--- config.mk ---
export PLATFORM = sky130hd
export DESIGN_NAME = vga_scan_controller
export DESIGN_NICKNAME = d
export VERILOG_FILES = /design/src/rtl/vga_pkg.sv /design/src/rtl/vga_sync_delay.sv /design/src/rtl/vga_scan_controller.sv
export SDC_FILE = /design/constraint.sdc
export NUM_CORES = 1
export LEC_CHECK = 0
export ABC_AREA = 1
export CAP_MARGIN = 5
export CORE_MARGIN = 3
export CORE_UTILIZATION = 50
export CTS_BUF_LIST = sky130_fd_sc_hd__clkbuf_4
export DETAILED_ROUTE_END_ITERATION = 10
export GPL_ROUTABILITY_DRIVEN = 0
export PLACE_DENSITY = 0.8
export REMOVE_ABC_BUFFERS = 1
export SETUP_SLACK_MARGIN = 0.5
export SKIP_LAST_GASP = 1
export SLEW_MARGIN = 20
export SYNTH_ARGS = -nofsm -noshare
export SYNTH_HDL_FRONTEND = slang
export SYNTH_SLANG_ARGS = --single-unit
export TNS_END_PERCENT = 10
--- constraint.sdc ---
create_clock -name clk -period 1.7 [get_ports clk]
set_input_delay 0.34 -clock clk [delete_from_list [all_inputs] [get_ports clk]]
set_output_delay 0.34 -clock clk [all_outputs]
set_load 0.02 [all_outputs]
--- src/rtl/vga_pkg.sv ---
// vga_pkg
//   Shared constants and types for the VGA scan path.
//   - Default 640x480@60 timing (25 MHz pixel rate from a 50 MHz clock) and
//     the totals / sync windows derived from it.
//   - rgb_t    : 24-bit {R,G,B} colour word.
//   - coord_t  : pixel / line coordinate (COORD_W bits).
//   - sync_t   : the {hs, vs, vis} bundle that rides the alignment pipeline.
package vga_pkg;

  localparam int COORD_W = 10;
  localparam int RGB_W   = 24;

  // Horizontal timing, in pixels.
  localparam int H_VIS_DEF  = 640;
  localparam int H_FP_DEF   = 16;
  localparam int H_SYNC_DEF = 96;
  localparam int H_BP_DEF   = 48;

  // Vertical timing, in lines.
  localparam int V_VIS_DEF  = 480;
  localparam int V_FP_DEF   = 10;
  localparam int V_SYNC_DEF = 2;
  localparam int V_BP_DEF   = 33;

  localparam int H_TOTAL = H_VIS_DEF + H_FP_DEF + H_SYNC_DEF + H_BP_DEF;  // 800
  localparam int V_TOTAL = V_VIS_DEF + V_FP_DEF + V_SYNC_DEF + V_BP_DEF;  // 525

  // Sync pulses are low on [START, END).
  localparam int H_SYNC_START = H_VIS_DEF + H_FP_DEF;       // 656
  localparam int H_SYNC_END   = H_SYNC_START + H_SYNC_DEF;  // 752
  localparam int V_SYNC_START = V_VIS_DEF + V_FP_DEF;       // 490
  localparam int V_SYNC_END   = V_SYNC_START + V_SYNC_DEF;  // 492

  typedef logic [RGB_W-1:0]   rgb_t;
  typedef logic [COORD_W-1:0] coord_t;

  typedef struct packed {
    logic hs;   // active-low horizontal sync
    logic vs;   // active-low vertical sync
    logic vis;  // inside the visible window
  } sync_t;

  // Value of a pipeline slot that holds no pixel: syncs idle high, blanked.
  localparam sync_t SYNC_IDLE = '{hs: 1'b1, vs: 1'b1, vis: 1'b0};

  // True when lo <= pos < hi.
  function automatic logic in_window(coord_t pos, coord_t lo, coord_t hi);
    return (pos >= lo) && (pos < hi);
  endfunction

endpackage

--- src/rtl/vga_sync_delay.sv ---
// vga_sync_delay
//   DEPTH-stage shift register for the {hs, vs, vis} bundle. Advances only on
//   the pixel strobe so the raw timing lines up with colour that returns from
//   the renderer DEPTH pixel ticks after its request.
//
//   clk    in   system clock
//   reset  in   synchronous, active-high; every stage returns to SYNC_IDLE
//   pe     in   pixel-enable strobe, one clk wide
//   din    in   raw timing for the current pixel
//   dout   out  timing delayed by DEPTH pixel ticks
module vga_sync_delay
  import vga_pkg::*;
#(
  parameter int DEPTH = 2
) (
  input  logic  clk,
  input  logic  reset,
  input  logic  pe,
  input  sync_t din,
  output sync_t dout
);

  sync_t [DEPTH-1:0] sync_pipe;

  always_ff @(posedge clk) begin
    if (reset) begin
      for (int i = 0; i < DEPTH; i++) sync_pipe[i] <= SYNC_IDLE;
    end else if (pe) begin
      sync_pipe[0] <= din;
      for (int i = 1; i < DEPTH; i++) sync_pipe[i] <= sync_pipe[i-1];
    end
  end

  assign dout = sync_pipe[DEPTH-1];

endmodule

--- src/rtl/vga_scan_controller.sv ---
// vga_scan_controller
//   VGA raster generator. Divides clk down to the pixel rate, walks the
//   h/v raster, issues one (x,y) read request per visible pixel to the
//   renderer, and drives the DAC pins with colour that returns RD_LAT pixel
//   ticks later. Sync and blank are delayed by the same amount so they stay
//   aligned with the colour.
//
//   clk          in   system clock (50 MHz)
//   reset        in   synchronous, active-high
//   pix_rgb      in   {R,G,B} from the renderer, sampled on pixel ticks only
//   fb_x, fb_y   out  requested pixel column / row
//   fb_req       out  one-clk request strobe, visible pixels only
//   frame_start  out  one-clk pulse on the tick at h=0, v=0
//   VGA_CLK      out  pixel clock to the DAC, rises mid-pixel
//   VGA_HS/VS    out  active-low syncs
//   VGA_BLANK_N  out  low outside the visible window
//   VGA_SYNC_N   out  tied low
//   VGA_R/G/B    out  colour, zero while blanked
module vga_scan_controller
  import vga_pkg::*;
#(
  parameter int CLK_DIV = 2,
  parameter int H_VIS   = H_VIS_DEF,
  parameter int H_FP    = H_FP_DEF,
  parameter int H_SYNC  = H_SYNC_DEF,
  parameter int H_BP    = H_BP_DEF,
  parameter int V_VIS   = V_VIS_DEF,
  parameter int V_FP    = V_FP_DEF,
  parameter int V_SYNC  = V_SYNC_DEF,
  parameter int V_BP    = V_BP_DEF,
  parameter int RD_LAT  = 2
) (
  input  logic               clk,
  input  logic               reset,
  input  logic [RGB_W-1:0]   pix_rgb,
  output logic [COORD_W-1:0] fb_x,
  output logic [COORD_W-1:0] fb_y,
  output logic               fb_req,
  output logic               frame_start,
  output logic               VGA_CLK,
  output logic               VGA_HS,
  output logic               VGA_VS,
  output logic               VGA_BLANK_N,
  output logic               VGA_SYNC_N,
  output logic [7:0]         VGA_R,
  output logic [7:0]         VGA_G,
  output logic [7:0]         VGA_B
);

  localparam int H_TOT    = H_VIS + H_FP + H_SYNC + H_BP;
  localparam int V_TOT    = V_VIS + V_FP + V_SYNC + V_BP;
  localparam int HS_START = H_VIS + H_FP;
  localparam int HS_END   = HS_START + H_SYNC;
  localparam int VS_START = V_VIS + V_FP;
  localparam int VS_END   = VS_START + V_SYNC;
  localparam int CNT_W    = (CLK_DIV > 2) ? $clog2(CLK_DIV) : 1;

  // ---------------------------------------------------------------------
  // Pixel-rate divider. pe and VGA_CLK are registered from the next count,
  // so pe is high exactly while cnt == CLK_DIV-1 and VGA_CLK is high while
  // cnt is in the upper half. Outputs move on the pe edge, which leaves
  // VGA_CLK rising half a pixel later on settled data.
  // ---------------------------------------------------------------------
  logic [CNT_W-1:0] cnt;
  logic [CNT_W-1:0] cnt_nxt;
  logic             pe;

  assign cnt_nxt = (cnt == CNT_W'(CLK_DIV - 1)) ? '0 : cnt + CNT_W'(1);

  always_ff @(posedge clk) begin
    if (reset) begin
      cnt     <= '0;
      pe      <= 1'b0;
      VGA_CLK <= 1'b0;
    end else begin
      cnt     <= cnt_nxt;
      pe      <= (cnt_nxt == CNT_W'(CLK_DIV - 1));
      VGA_CLK <= (cnt_nxt >= CNT_W'(CLK_DIV / 2));
    end
  end

  // ---------------------------------------------------------------------
  // Raster counters. h/v name the pixel being requested on the next pe.
  // ---------------------------------------------------------------------
  coord_t h;
  coord_t v;
  logic   h_last;
  logic   v_last;

  assign h_last = (h == coord_t'(H_TOT - 1));
  assign v_last = (v == coord_t'(V_TOT - 1));

  always_ff @(posedge clk) begin
    if (reset) begin
      h <= '0;
      v <= '0;
    end else if (pe) begin
      if (h_last) begin
        h <= '0;
        v <= v_last ? '0 : v + coord_t'(1);
      end else begin
        h <= h + coord_t'(1);
      end
    end
  end

  // ---------------------------------------------------------------------
  // Raw timing for the pixel at (h, v).
  // ---------------------------------------------------------------------
  sync_t raw;
  sync_t dly;

  always_comb begin
    raw     = SYNC_IDLE;
    raw.hs  = ~in_window(h, coord_t'(HS_START), coord_t'(HS_END));
    raw.vs  = ~in_window(v, coord_t'(VS_START), coord_t'(VS_END));
    raw.vis = (h < coord_t'(H_VIS)) && (v < coord_t'(V_VIS));
  end

  // ---------------------------------------------------------------------
  // Request stage. Coordinates are loaded every tick (they simply track the
  // raster); the strobes are one clk wide and dropped on the following clk.
  // ---------------------------------------------------------------------
  always_ff @(posedge clk) begin
    if (reset) begin
      fb_x        <= '0;
      fb_y        <= '0;
      fb_req      <= 1'b0;
      frame_start <= 1'b0;
    end else begin
      fb_req      <= 1'b0;
      frame_start <= 1'b0;
      if (pe) begin
        fb_x        <= h;
        fb_y        <= v;
        fb_req      <= raw.vis;
        frame_start <= (h == '0) && (v == '0);
      end
    end
  end

  // ---------------------------------------------------------------------
  // Alignment: timing travels RD_LAT ticks, the same time the renderer needs
  // to answer, so the last stage describes the pixel whose colour is on
  // pix_rgb at this pe.
  // ---------------------------------------------------------------------
  vga_sync_delay #(
    .DEPTH (RD_LAT)
  ) u_sync_delay (
    .clk   (clk),
    .reset (reset),
    .pe    (pe),
    .din   (raw),
    .dout  (dly)
  );

  // ---------------------------------------------------------------------
  // Pin registers. Colour is gated by the delayed visible flag so anything
  // the renderer drives during blanking never reaches the DAC.
  // ---------------------------------------------------------------------
  always_ff @(posedge clk) begin
    if (reset) begin
      VGA_HS      <= 1'b1;
      VGA_VS      <= 1'b1;
      VGA_BLANK_N <= 1'b0;
      VGA_R       <= '0;
      VGA_G       <= '0;
      VGA_B       <= '0;
    end else if (pe) begin
      VGA_HS      <= dly.hs;
      VGA_VS      <= dly.vs;
      VGA_BLANK_N <= dly.vis;
      if (dly.vis) begin
        VGA_R <= pix_rgb[23:16];
        VGA_G <= pix_rgb[15:8];
        VGA_B <= pix_rgb[7:0];
      end else begin
        VGA_R <= '0;
        VGA_G <= '0;
        VGA_B <= '0;
      end
    end
  end

  // Composite sync on the green channel is never used.
  assign VGA_SYNC_N = 1'b0;

endmodule

==> flow_summary_export.csv, run 1 <==
group,metric,value,unit
run_status,status,"finished clean",
cts,htreeDepth,3,
power_and_ir_drop,ir_drop,0.4655,mV
route,num_vias,2877,
synth,yosys_warnings,0,
synth,yosys-top-cells-area,"dfxtp_1 49%, nand2_1 9.0%, a32o_1 7.8%",
route,drc,0,
place,place_worst_setup_slack,0.1030,ns
synth,synthCells,361,
final_layout,layout_commonest_cell,"nand2_1",
timing,fin_ws,0.3842,ns
worst_setup_path,required,2.07,ns
worst_setup_path,crit_buf_inv,1,
synth,yosys.area.top_type_share,49.19,%
worst_setup_path,critPathCaptureType,"register",
final_layout,fillCellCount,479,
cts,root_buffer,"clkbuf_4",
global_routing,grt_pass1_vias,2850,
worst_setup_path,cp-start-kind,"register",
synth,synth_ff_type,"dfxtp_1",
cts,clk_pin_slew,0.12,ns
synth,syn_area,3093,sq um
final_layout,mostFrequentLayoutCells,"68 x nand2_1, 52 x dfxtp_1, 42 x buf_4, 36 x nor2_1, 30 x inv_1",
timing,finalCritPeriodShare,77.40,%
job,drv_cap,0,
worst_setup_path,path_class,"register to register",
die,fp.dieH,84.65,um
timing,min_period,1.316,ns
worst_setup_path,worst_path_most_repeated_cell,"nand2_1",
timing,drv_slew,0,
route,viasPerCell,5.378,
final_layout,n_antenna_cell,0,
synth,synth-seq-area-share,49.19,%
global_routing,antenna_found_initial,0,
cts,cts_hold_buffers,0,
synth,ys_ff_latch,76,
timing,clock_skew,0.01082,ns
synth,synthDistinctLibCells,36,
synth,yosysTopAreaCell,"dfxtp_1",
die,pin_count,77,
place,io_buffer_count,75,
worst_setup_path,arrival,1.68,ns
worst_setup_path,crit_path_max_fanout,3,
min_path,worstHoldPathType,"register to register",
worst_setup_path,path_cells,"buf_4 -> nand2_1 -> nor2_1 -> nand4_1 -> nand2_1 -> nand2_1 -> nor2_1",
power_and_ir_drop,power.density,804.9,nW/um^2
route,drt-total-wl,8.094,mm
timing,clock.fmax,760.0,MHz
global_routing,grtUsageTotal,22.91,%
cts,clock_sinks,76,
worst_setup_path,critPathSlowestCell,"dfxtp_4",
synth,async_flop_share,0,%
timing,rsz0062_at_grt,"yes",
cts,cts_tree,"yes",
cts,cts_inserted_buffers,9,
global_routing,grt-ovfl-total,0,
synth,synth-edff-count,0,
synth,synth.avg_cell_area,8.568,sq um
worst_setup_path,cp_slowest_stage_delay,0.39,ns
final_layout,final_util,71.72,%
place,placed_area,3970,sq um
timing,setup_tns,0,ns
cts,clock_latency,0.42,ns
route,drt_pass1_iterations,4,
final_layout,area_growth,38.11,%
worst_setup_path,r2r_slack,0.38,ns
die,rows,28,
timing,hold_viol,0,
route,avgRoutedWirePerCell,15.13,um
timing,setup_viol,0,
worst_setup_path,crit_family,"simple AND/OR/NAND/NOR gates",
final_layout,final_layout_size_suffix_gt1_share,34.13,%
die,dieWidth,84.65,um
place,hpwlAfterDp,5.477,mm
power_and_ir_drop,p_leak,1.902,nW
route,antenna_left,0,
route,drt_iter0_markers,146,
die,dieArea,7166,sq um
cts,clockBufferDepth,2,
global_routing,grt_pass1_wl,13.37,mm
global_routing,grt_start_max_net_pins,29,
die,initial_utilization,51.93,%
final_layout,fin_nets,487,
die,coreArea,5956,sq um
final_layout,fin_area,4272,sq um
## final cells by class
| type | count | area (sq um) | area share, % |
|---|---|---|---|
| Clock buffer | 11 | 82.58 | 1.933 |
| Clock inverter | 4 | 98.84 | 2.314 |
| Inverter | 40 | 160.2 | 3.749 |
| Multi-Input combinational cell | 228 | 1415 | 33.13 |
| Sequential cell | 76 | 1569 | 36.73 |
| Tap cell | 75 | 93.84 | 2.197 |
| Timing Repair Buffer | 101 | 852.1 | 19.95 |
## registers in the layout, summed over array words and instances, names as in the netlist
register,cells
VGA_B,8
VGA_BLANK_N,1
VGA_CLK,1
VGA_G,8
VGA_HS,1
VGA_R,8
VGA_VS,1
fb_req,1
fb_x,10
fb_y,10
frame_start,1
h,10
u_sync_delay.dout,3
u_sync_delay.sync_pipe,3
v,10
## layer usage
metal	GRT usage (%)	wire (um)
met5	0	0
met4	9.496	110
met3	4.318	581
met2	37.65	3871
met1	29.57	3530
## tightest hold or removal path, cell delays in order (launching register included)
cell and delay, ns:
dfxtp_1 0.32, inv_1 0.06, a21oi_1 0.06
## final timing paths
kind	start	to	cells after the start
setup / recovery	v[1]$_SDFFE_PP0P_	v[9]$_SDFFE_PP0P_	7
hold / removal	u_sync_delay.dout[2]$_SDFFE_PP1P_	VGA_HS$_SDFFE_PP1P_	2
setup reg to reg	v[1]$_SDFFE_PP0P_	v[9]$_SDFFE_PP0P_	7
hold reg to reg	u_sync_delay.dout[2]$_SDFFE_PP1P_	VGA_HS$_SDFFE_PP1P_	2
## kinds of logic after synthesis
group	count (synthesis)	share of synthesized area, %
xor+xnor	5	1.416
compound gates	58	13.92
simple gates	159	25.20
flops	76	49.19
buf+inv	57	8.130
fa+ha+maj	5	2.023
other cells	1	0.1212
## Yosys cell counts, types with 2 or more instances
cell / number
xor2_1: 5
dfxtp_1: 76
nand2_8: 2
nand2_1: 74
nand2_4: 2
clkbuf_1: 6
a21oi_1: 8
inv_2: 5
a22o_1: 2
nor2_4: 2
nor3_1: 4
nand2_2: 3
inv_1: 34
nor2_2: 2
nand3_1: 14
nand3_4: 2
o21ai_2: 2
buf_4: 7
nand4_1: 8
nor2_1: 41
nor4_1: 2
a32o_1: 24
o21ai_0: 19
ha_1: 5
## report_power, final
part           switching (mW)  leakage (nW)  total (mW)  internal [mW]
clock                   0.608        0.0971        1.38          0.773
sequential             0.0118         0.626        1.80           1.79
combinational           0.137          1.18       0.255          0.118
total                   0.757          1.90        3.44           2.68
## metrics by stage
stage	cells	hold slack, ns	total power, mW
after global placement	506	0.4356	2.099
after floorplan	344	0.4091	1.945
after global routing	535	0.4824	3.561
final	535	0.4582	3.438
after detailed placement	506	0.4381	2.103
after CTS	531	0.4558	3.450
## repair_timing
item,CTS,global route
cloned,0,0
hold endpoints to repair,0,0
resized for setup,272,26
pin swaps,10,14
setup endpoints to repair,95,121
setup buffers,10,4
Note: power is estimated with default switching activity, not from simulation.
==> inputs of run 2 (changes only) <==
Settings changed: CORE_UTILIZATION 50 to 46, PLACE_DENSITY 0.8 to 0.77.
Clock period 1.7 ns to 1.1 ns, I/O delays scaled along.
==> run 2 against run 1 <==
Compared with the run above:
- the flow now finishes with violations (negative setup slack)
- worst setup slack got worse by 0.61 ns
- die area rose by 8.1%
- utilization shrank 0.95 points
- sequential power up 56%
- via count is 4.3% higher
- global-route usage decreased by 1.1 points
- combinational power increased by 71%
- first-iteration DRC count is 23% lower
- count of clock-buffer cells in the layout is 1 lower
- largest cell class unchanged
==> flow_summary_export.csv, run 2 (synthesis gave the netlist of run 1 again) <==
group,metric,value,unit
die,dieArea,7744,sq um
worst_setup_path,worstSetupStartpoint,"v[1]$_SDFFE_PP0P_",
route,viasPerCell,5.139,
die,pin_count,77,
power_and_ir_drop,power.density,1141,nW/um^2
worst_setup_path,critPathCaptureType,"register",
global_routing,grt_pass1_vias,2899,
cts,root_buffer,"clkbuf_4",
route,drt_iter0_markers,113,
timing,clock.fmax,756.1,MHz
timing,drv_slew,0,
cts,cts_hold_buffers,0,
place,place_worst_setup_slack,-0.3474,ns
run_status,status,"complete, but fails checks",
timing,rsz0062_at_grt,"yes",
place,io_buffer_count,75,
worst_setup_path,r2r-end,"v[6]$_SDFFE_PP0P_",
worst_setup_path,crit_path_max_fanout,7,
final_layout,fin_nets,533,
worst_setup_path,worst-r2r-cell-count,9,
timing,finalCritPeriodShare,120.2,%
worst_setup_path,r2r_slack,-0.22,ns
cts,clock_sinks,76,
timing,hold_viol,0,
global_routing,antenna_found_initial,0,
power_and_ir_drop,power,5.187,mW
global_routing,grt_pass1_wl,13.14,mm
die,fp.dieH,88,um
final_layout,layout.cells.non_filler,584,
timing,fin_ws,-0.2226,ns
place,hpwlAfterDp,5.865,mm
power_and_ir_drop,ir_drop,0.6926,mV
route,drc,0,
route,drt_pass1_iterations,4,
die,rows,29,
worst_setup_path,path_class,"register to register",
final_layout,area_growth,46.97,%
die,dieWidth,88,um
cts,htreeDepth,3,
final_layout,n_antenna_cell,0,
worst_setup_path,crit_end,"v[6]$_SDFFE_PP0P_",
timing,setup_tns,-6.741,ns
route,avgRoutedWirePerCell,14.56,um
cts,clockBufferDepth,2,
global_routing,grt_start_max_net_pins,34,
route,antenna_left,0,
job,drv_cap,0,
route,drt-total-wl,8.504,mm
global_routing,grt-ovfl-total,0,
timing,setup_viol,97,
min_path,worstHoldPathType,"input pin to register",
cts,clk_pin_slew,0.12,ns
cts,cts_tree,"yes",
worst_setup_path,timing.rr.start,"v[1]$_SDFFE_PP0P_",
final_layout,final_util,70.78,%
place,post-place-cells,557,
worst_setup_path,cp-start-kind,"register",
die,coreArea,6422,sq um
die,initial_utilization,48.16,%
cts,clock_latency,0.42,ns
final_layout,final_layout_size_suffix_gt1_share,40.24,%
timing,min_period,1.323,ns
global_routing,grtUsageTotal,21.85,%
run_status,violations,"negative setup slack",
power_and_ir_drop,p_leak,2.100,nW
cts,cts_inserted_buffers,9,
timing,clock_skew,0.01213,ns
worst_setup_path,arrival,1.66,ns
worst_setup_path,required,1.44,ns
min_path,whs_path_depth,2,
route,num_vias,3001,
final_layout,mostFrequentLayoutCells,"68 x nand2_1, 68 x buf_4, 53 x dfxtp_1, 39 x buf_2, 35 x nor2_1",
-- run 2: changes by cell type in the layout (fill, tap and decap cells not counted), sizes merged --
cell    before  now
buf         76  122
inv         39   41
bufinv       3    2
clkbuf      11   10
clkinv       2    3
-- run 2: worst min-delay path by stage --
stage                                 end  slack, ns            startpoint
floorplan            fb_x[0]$_SDFFE_PP0P_       0.29                 reset
global placement     fb_y[9]$_SDFFE_PP0P_       0.44  fb_y[9]$_SDFFE_PP0P_
detailed placement   fb_x[4]$_SDFFE_PP0P_       0.45  fb_x[4]$_SDFFE_PP0P_
CTS                 VGA_B[2]$_SDFFE_PP0P_       0.40            pix_rgb[2]
global route        VGA_R[0]$_SDFFE_PP0P_       0.40           pix_rgb[16]
finish              VGA_B[2]$_SDFFE_PP0P_       0.42            pix_rgb[2]
-- run 2: critical path: stages, from the launching register on --
cell,delay [ns]
dfxtp_2,0.36
inv_2,0.08
ha_4,0.14
nand2_2,0.05
inv_2,0.06
nand4_1,0.16
nand2_2,0.17
nand2_8,0.09
nand2_1,0.08
nor2_1,0.04
-- run 2: per-stage QoR --
step / hold slack, ns / instance area [sq um]
after global placement: 0.4382 / 4353
after floorplan: 0.2891 / 2993
after global routing: 0.4001 / 4546
after detailed placement: 0.4503 / 4353
after CTS: 0.4004 / 4457
final: 0.4170 / 4546
-- run 2: routing by layer --
| layer | up-vias | wire length, um | global-route usage, % |
|---|---|---|---|
| met5 | - | 0 | 0 |
| met4 | 0 | 163 | 8.508 |
| met1 | 1397 | 3649 | 26.76 |
| met2 | 108 | 4076 | 37.19 |
| met3 | 17 | 615 | 4.986 |
| li1 | 1479 | - | - |
-- run 2: cell type report --
type                    instances  area (sq um)
clock inverters                 6         86.33
repair buffers                147          1160
fillers                       496          1877
multi-input cells             228          1420
inverters                      40         155.1
flip-flops and latches         76          1553
well taps                      77         96.34
clock buffers                  10         75.07
-- run 2: report_power, final --
group / total [mW] / leakage [nW] / switching (mW) / internal [mW]
logic: 0.436 / 1.39 / 0.222 / 0.213
clock network: 1.95 / 0.0888 / 1.00 / 0.953
registers: 2.80 / 0.623 / 0.0193 / 2.78
total: 5.19 / 2.10 / 1.24 / 3.95
-- run 2: repair_timing --
action                     CTS  global route
pin swaps                   10            12
setup endpoints to repair  126           126
buffers inserted             6             5
gates resized for setup    255            19
cloned                       0             0
==> inputs of run 3 (changes only) <==
Settings changed: CORE_MARGIN 3 to 2, PLACE_DENSITY 0.77 to 0.78, SYNTH_HIERARCHICAL set to 1.
==> run 3 against run 2 <==
Compared with the run above:
- the flow still finishes with violations (negative setup slack)
- synthesized cell count up 3.3%
- worst setup slack got worse by 0.048 ns
- clock power increased by 12%
- worst hold slack improved by 0.013 ns
- clock skew is 0.0024 ns higher
- total power grew 6.5%
- global-route usage grew 0.43 points
- combinational power is 11% higher
- sequential cell count unchanged
- non-clock buffer count shrank 1
- design area increased by 2.3%
==> flow_summary_export.csv, run 3 <==
group,metric,value,unit
run_status,status,"complete, but fails checks",
run_status,violations,"negative setup slack",
worst_setup_path,r2r_slack,-0.27,ns
cts,htreeDepth,3,
min_path,holdCritStartpoint,"pix_rgb[19]",
synth,synthCells,373,
worst_setup_path,cp-start-kind,"register",
worst_setup_path,crit_buf_inv,1,
min_path,worstHoldPathType,"input pin to register",
worst_setup_path,path_cells,"ha_4 -> buf_4 -> nand4_1 -> nor2_1 -> nand2_1 -> nand2_1 -> nand2_1 -> nor2_1",
synth,yosysMostFrequentCell,"nand2_1",
worst_setup_path,crit_path_max_fanout,3,
final_layout,layout.cells.non_filler,591,
timing,clock_skew,0.01454,ns
route,num_vias,3071,
synth,synth_ff_type,"dfxtp_1",
route,antenna_left,0,
timing,hold_viol,0,
timing,fin_ws,-0.2710,ns
global_routing,grt-ovfl-total,0,
global_routing,grtUsageTotal,22.28,%
cts,clock_latency,0.42,ns
global_routing,grt_start_max_net_pins,37,
worst_setup_path,arrival,1.73,ns
die,initial_utilization,47.88,%
synth,synthDistinctLibCells,30,
global_routing,grt_pass1_vias,2867,
die,pin_count,77,
final_layout,seqCellArea,1551,sq um
synth,synth-seq-area-share,49.75,%
timing,finalCritPeriodShare,124.6,%
timing,clock.fmax,729.4,MHz
timing,drv_slew,0,
global_routing,grt_pass1_wl,13.05,mm
power_and_ir_drop,p_leak,2.123,nW
final_layout,final_layout_size_suffix_gt1_share,30.35,%
timing,setup_viol,122,
synth,async_flop_share,0,%
worst_setup_path,worst_path_most_repeated_cell,"nand2_1",
synth,synth.avg_cell_area,8.198,sq um
worst_setup_path,r2r-end,"h[8]$_SDFFE_PP0P_",
synth,syn_area,3058,sq um
synth,ys_ff_latch,76,
final_layout,fin_nets,540,
route,drc,0,
timing,min_period,1.371,ns
worst_setup_path,timing.rr.start,"h[0]$_SDFFE_PP0P_",
synth,yosys-top-cells-area,"dfxtp_1 50%, nand2_1 10%, a32o_1 7.9%",
synth,yosysTopAreaCell,"dfxtp_1",
min_path,whs_path_depth,2,
worst_setup_path,worstSetupStartpoint,"h[0]$_SDFFE_PP0P_",
worst_setup_path,critPathCaptureType,"register",
worst_setup_path,worst-r2r-cell-count,8,
synth,synth_common_cells,"83 x nand2_1, 76 x dfxtp_1, 45 x nor2_1",
final_layout,area_growth,52.09,%
final_layout,fillCellCount,458,
route,drt_iter0_markers,171,
worst_setup_path,path_class,"register to register",
die,dieArea,7316,sq um
worst_setup_path,critPathSlowestCell,"dfxtp_2",
timing,rsz0062_at_grt,"yes",
cts,clk_pin_slew,0.13,ns
final_layout,n_antenna_cell,0,
die,dieWidth,85.54,um
final_layout,mostFrequentLayoutCells,"77 x nand2_1, 66 x buf_4, 58 x dfxtp_1, 40 x nor2_1, 37 x dlygate4sd2_1",
cts,clock_sinks,76,
place,hpwlAfterDp,5.882,mm
job,drv_cap,0,
cts,cts_inserted_buffers,9,
route,avgRoutedWirePerCell,14.34,um
timing,slew_headroom,42.25,%
place,post-place-cells,571,
cts,root_buffer,"clkbuf_4",
global_routing,antenna_found_initial,0,
place,io_buffer_count,75,
worst_setup_path,cp_slowest_stage_delay,0.37,ns
route,viasPerCell,5.196,
power_and_ir_drop,ir_drop,0.7880,mV
cts,clockBufferDepth,2,
power_and_ir_drop,power.density,1187,nW/um^2
worst_setup_path,crit_family,"simple AND/OR/NAND/NOR gates",
final_layout,layout_commonest_cell,"nand2_1",
route,drt-total-wl,8.473,mm
route,drt_pass1_iterations,4,
final_layout,multiInputGateArea,1370,sq um
die,fp.dieH,85.54,um
synth,synth-edff-count,0,
die,coreArea,6386,sq um
die,rows,29,
min_path,hold_end,"VGA_R[3]$_SDFFE_PP0P_",
synth,yosys.area.top_type_share,49.75,%
cts,cts_hold_buffers,0,
timing,worst_pin_slew,0.8651,ns
timing,hold_ws,0.4303,ns
cts,cts_tree,"yes",
worst_setup_path,required,1.46,ns
synth,yosys_warnings,6,
run 3: how the worst max path moves through the flow:
stage | to | slack [ns] | cells after the start
4_1_cts | v[9]$_SDFFE_PP0P_ | -0.26 | 8
6_report | h[8]$_SDFFE_PP0P_ | -0.27 | 8
5_1_grt | h[8]$_SDFFE_PP0P_ | -0.37 | 8
3_5_place_dp | frame_start$_SDFF_PP0_ | -0.48 | 4
3_3_place_gp | VGA_B[2]$_SDFFE_PP0P_ | -0.45 | 4
2_1_floorplan | VGA_HS$_SDFFE_PP1P_ | -1.53 | 3
run 3: final cells by class:
type / count / share of cell area, %
repair buffers: 146 / 27.74
inverters: 39 / 3.309
clock buffers: 9 / 1.453
well taps: 77 / 2.072
multi-input cells: 237 / 29.46
flip-flops and latches: 76 / 33.36
clock inverters: 7 / 2.610
run 3: logic make-up (layout without fill, tap and decap cells):
group / Yosys count / in the layout / share of synthesized area [%]
AO/OA/AOI/OAI: 59 / 59 / 14.32
XOR/XNOR: 4 / 4 / 1.146
adder cells (fa/ha/maj): 5 / 5 / 2.046
buffers and inverters: 60 / 201 / 9.329
flip-flops: 76 / 76 / 49.75
other: 1 / 1 / 0.1226
AND/OR/NAND/NOR: 168 / 168 / 23.28
run 3: repair_timing:
item | in CTS | in global routing
endpoints found under the setup margin | 126 | 126
gates resized for setup | 132 | 37
buffers inserted | 1 | 3
hold endpoints to repair | 0 | 0
pin swaps | 4 | 13
run 3: per-stage QoR:
step / setup TNS [ns] / area [sq um] / util, % / setup slack, ns / power [mW]
6_report: -17.87 / 4651 / 72.83 / -0.2710 / 5.522
5_1_grt: -25.82 / 4651 / 72.83 / -0.3709 / 5.730
4_1_cts: -21.81 / 4534 / 71.00 / -0.2586 / 5.563
3_5_place_dp: -29.97 / 4302 / 67.36 / -0.4777 / 3.387
3_3_place_gp: -27.78 / 4302 / 67.36 / -0.4505 / 3.377
2_1_floorplan: -70.24 / 2924 / - / -1.532 / 3.085
run 3: metal layers:
| layer | vias up | GRT usage (%) | share of wire [%] |
|---|---|---|---|
| met5 | - | 0 | 0 |
| met4 | 0 | 10.10 | 2.4 |
| met1 | 1434 | 27.60 | 44 |
| li1 | 1505 | - | - |
| met2 | 109 | 37.64 | 48 |
| met3 | 23 | 4.235 | 5.9 |
run 3: where the power goes:
| part | leakage [nW] | internal (mW) | switching (mW) |
|---|---|---|---|
| Clock | 0.101 | 1.17 | 1.02 |
| Sequential | 0.624 | 2.80 | 0.0531 |
| Combinational | 1.40 | 0.239 | 0.244 |
| Total | 2.12 | 4.21 | 1.32 |
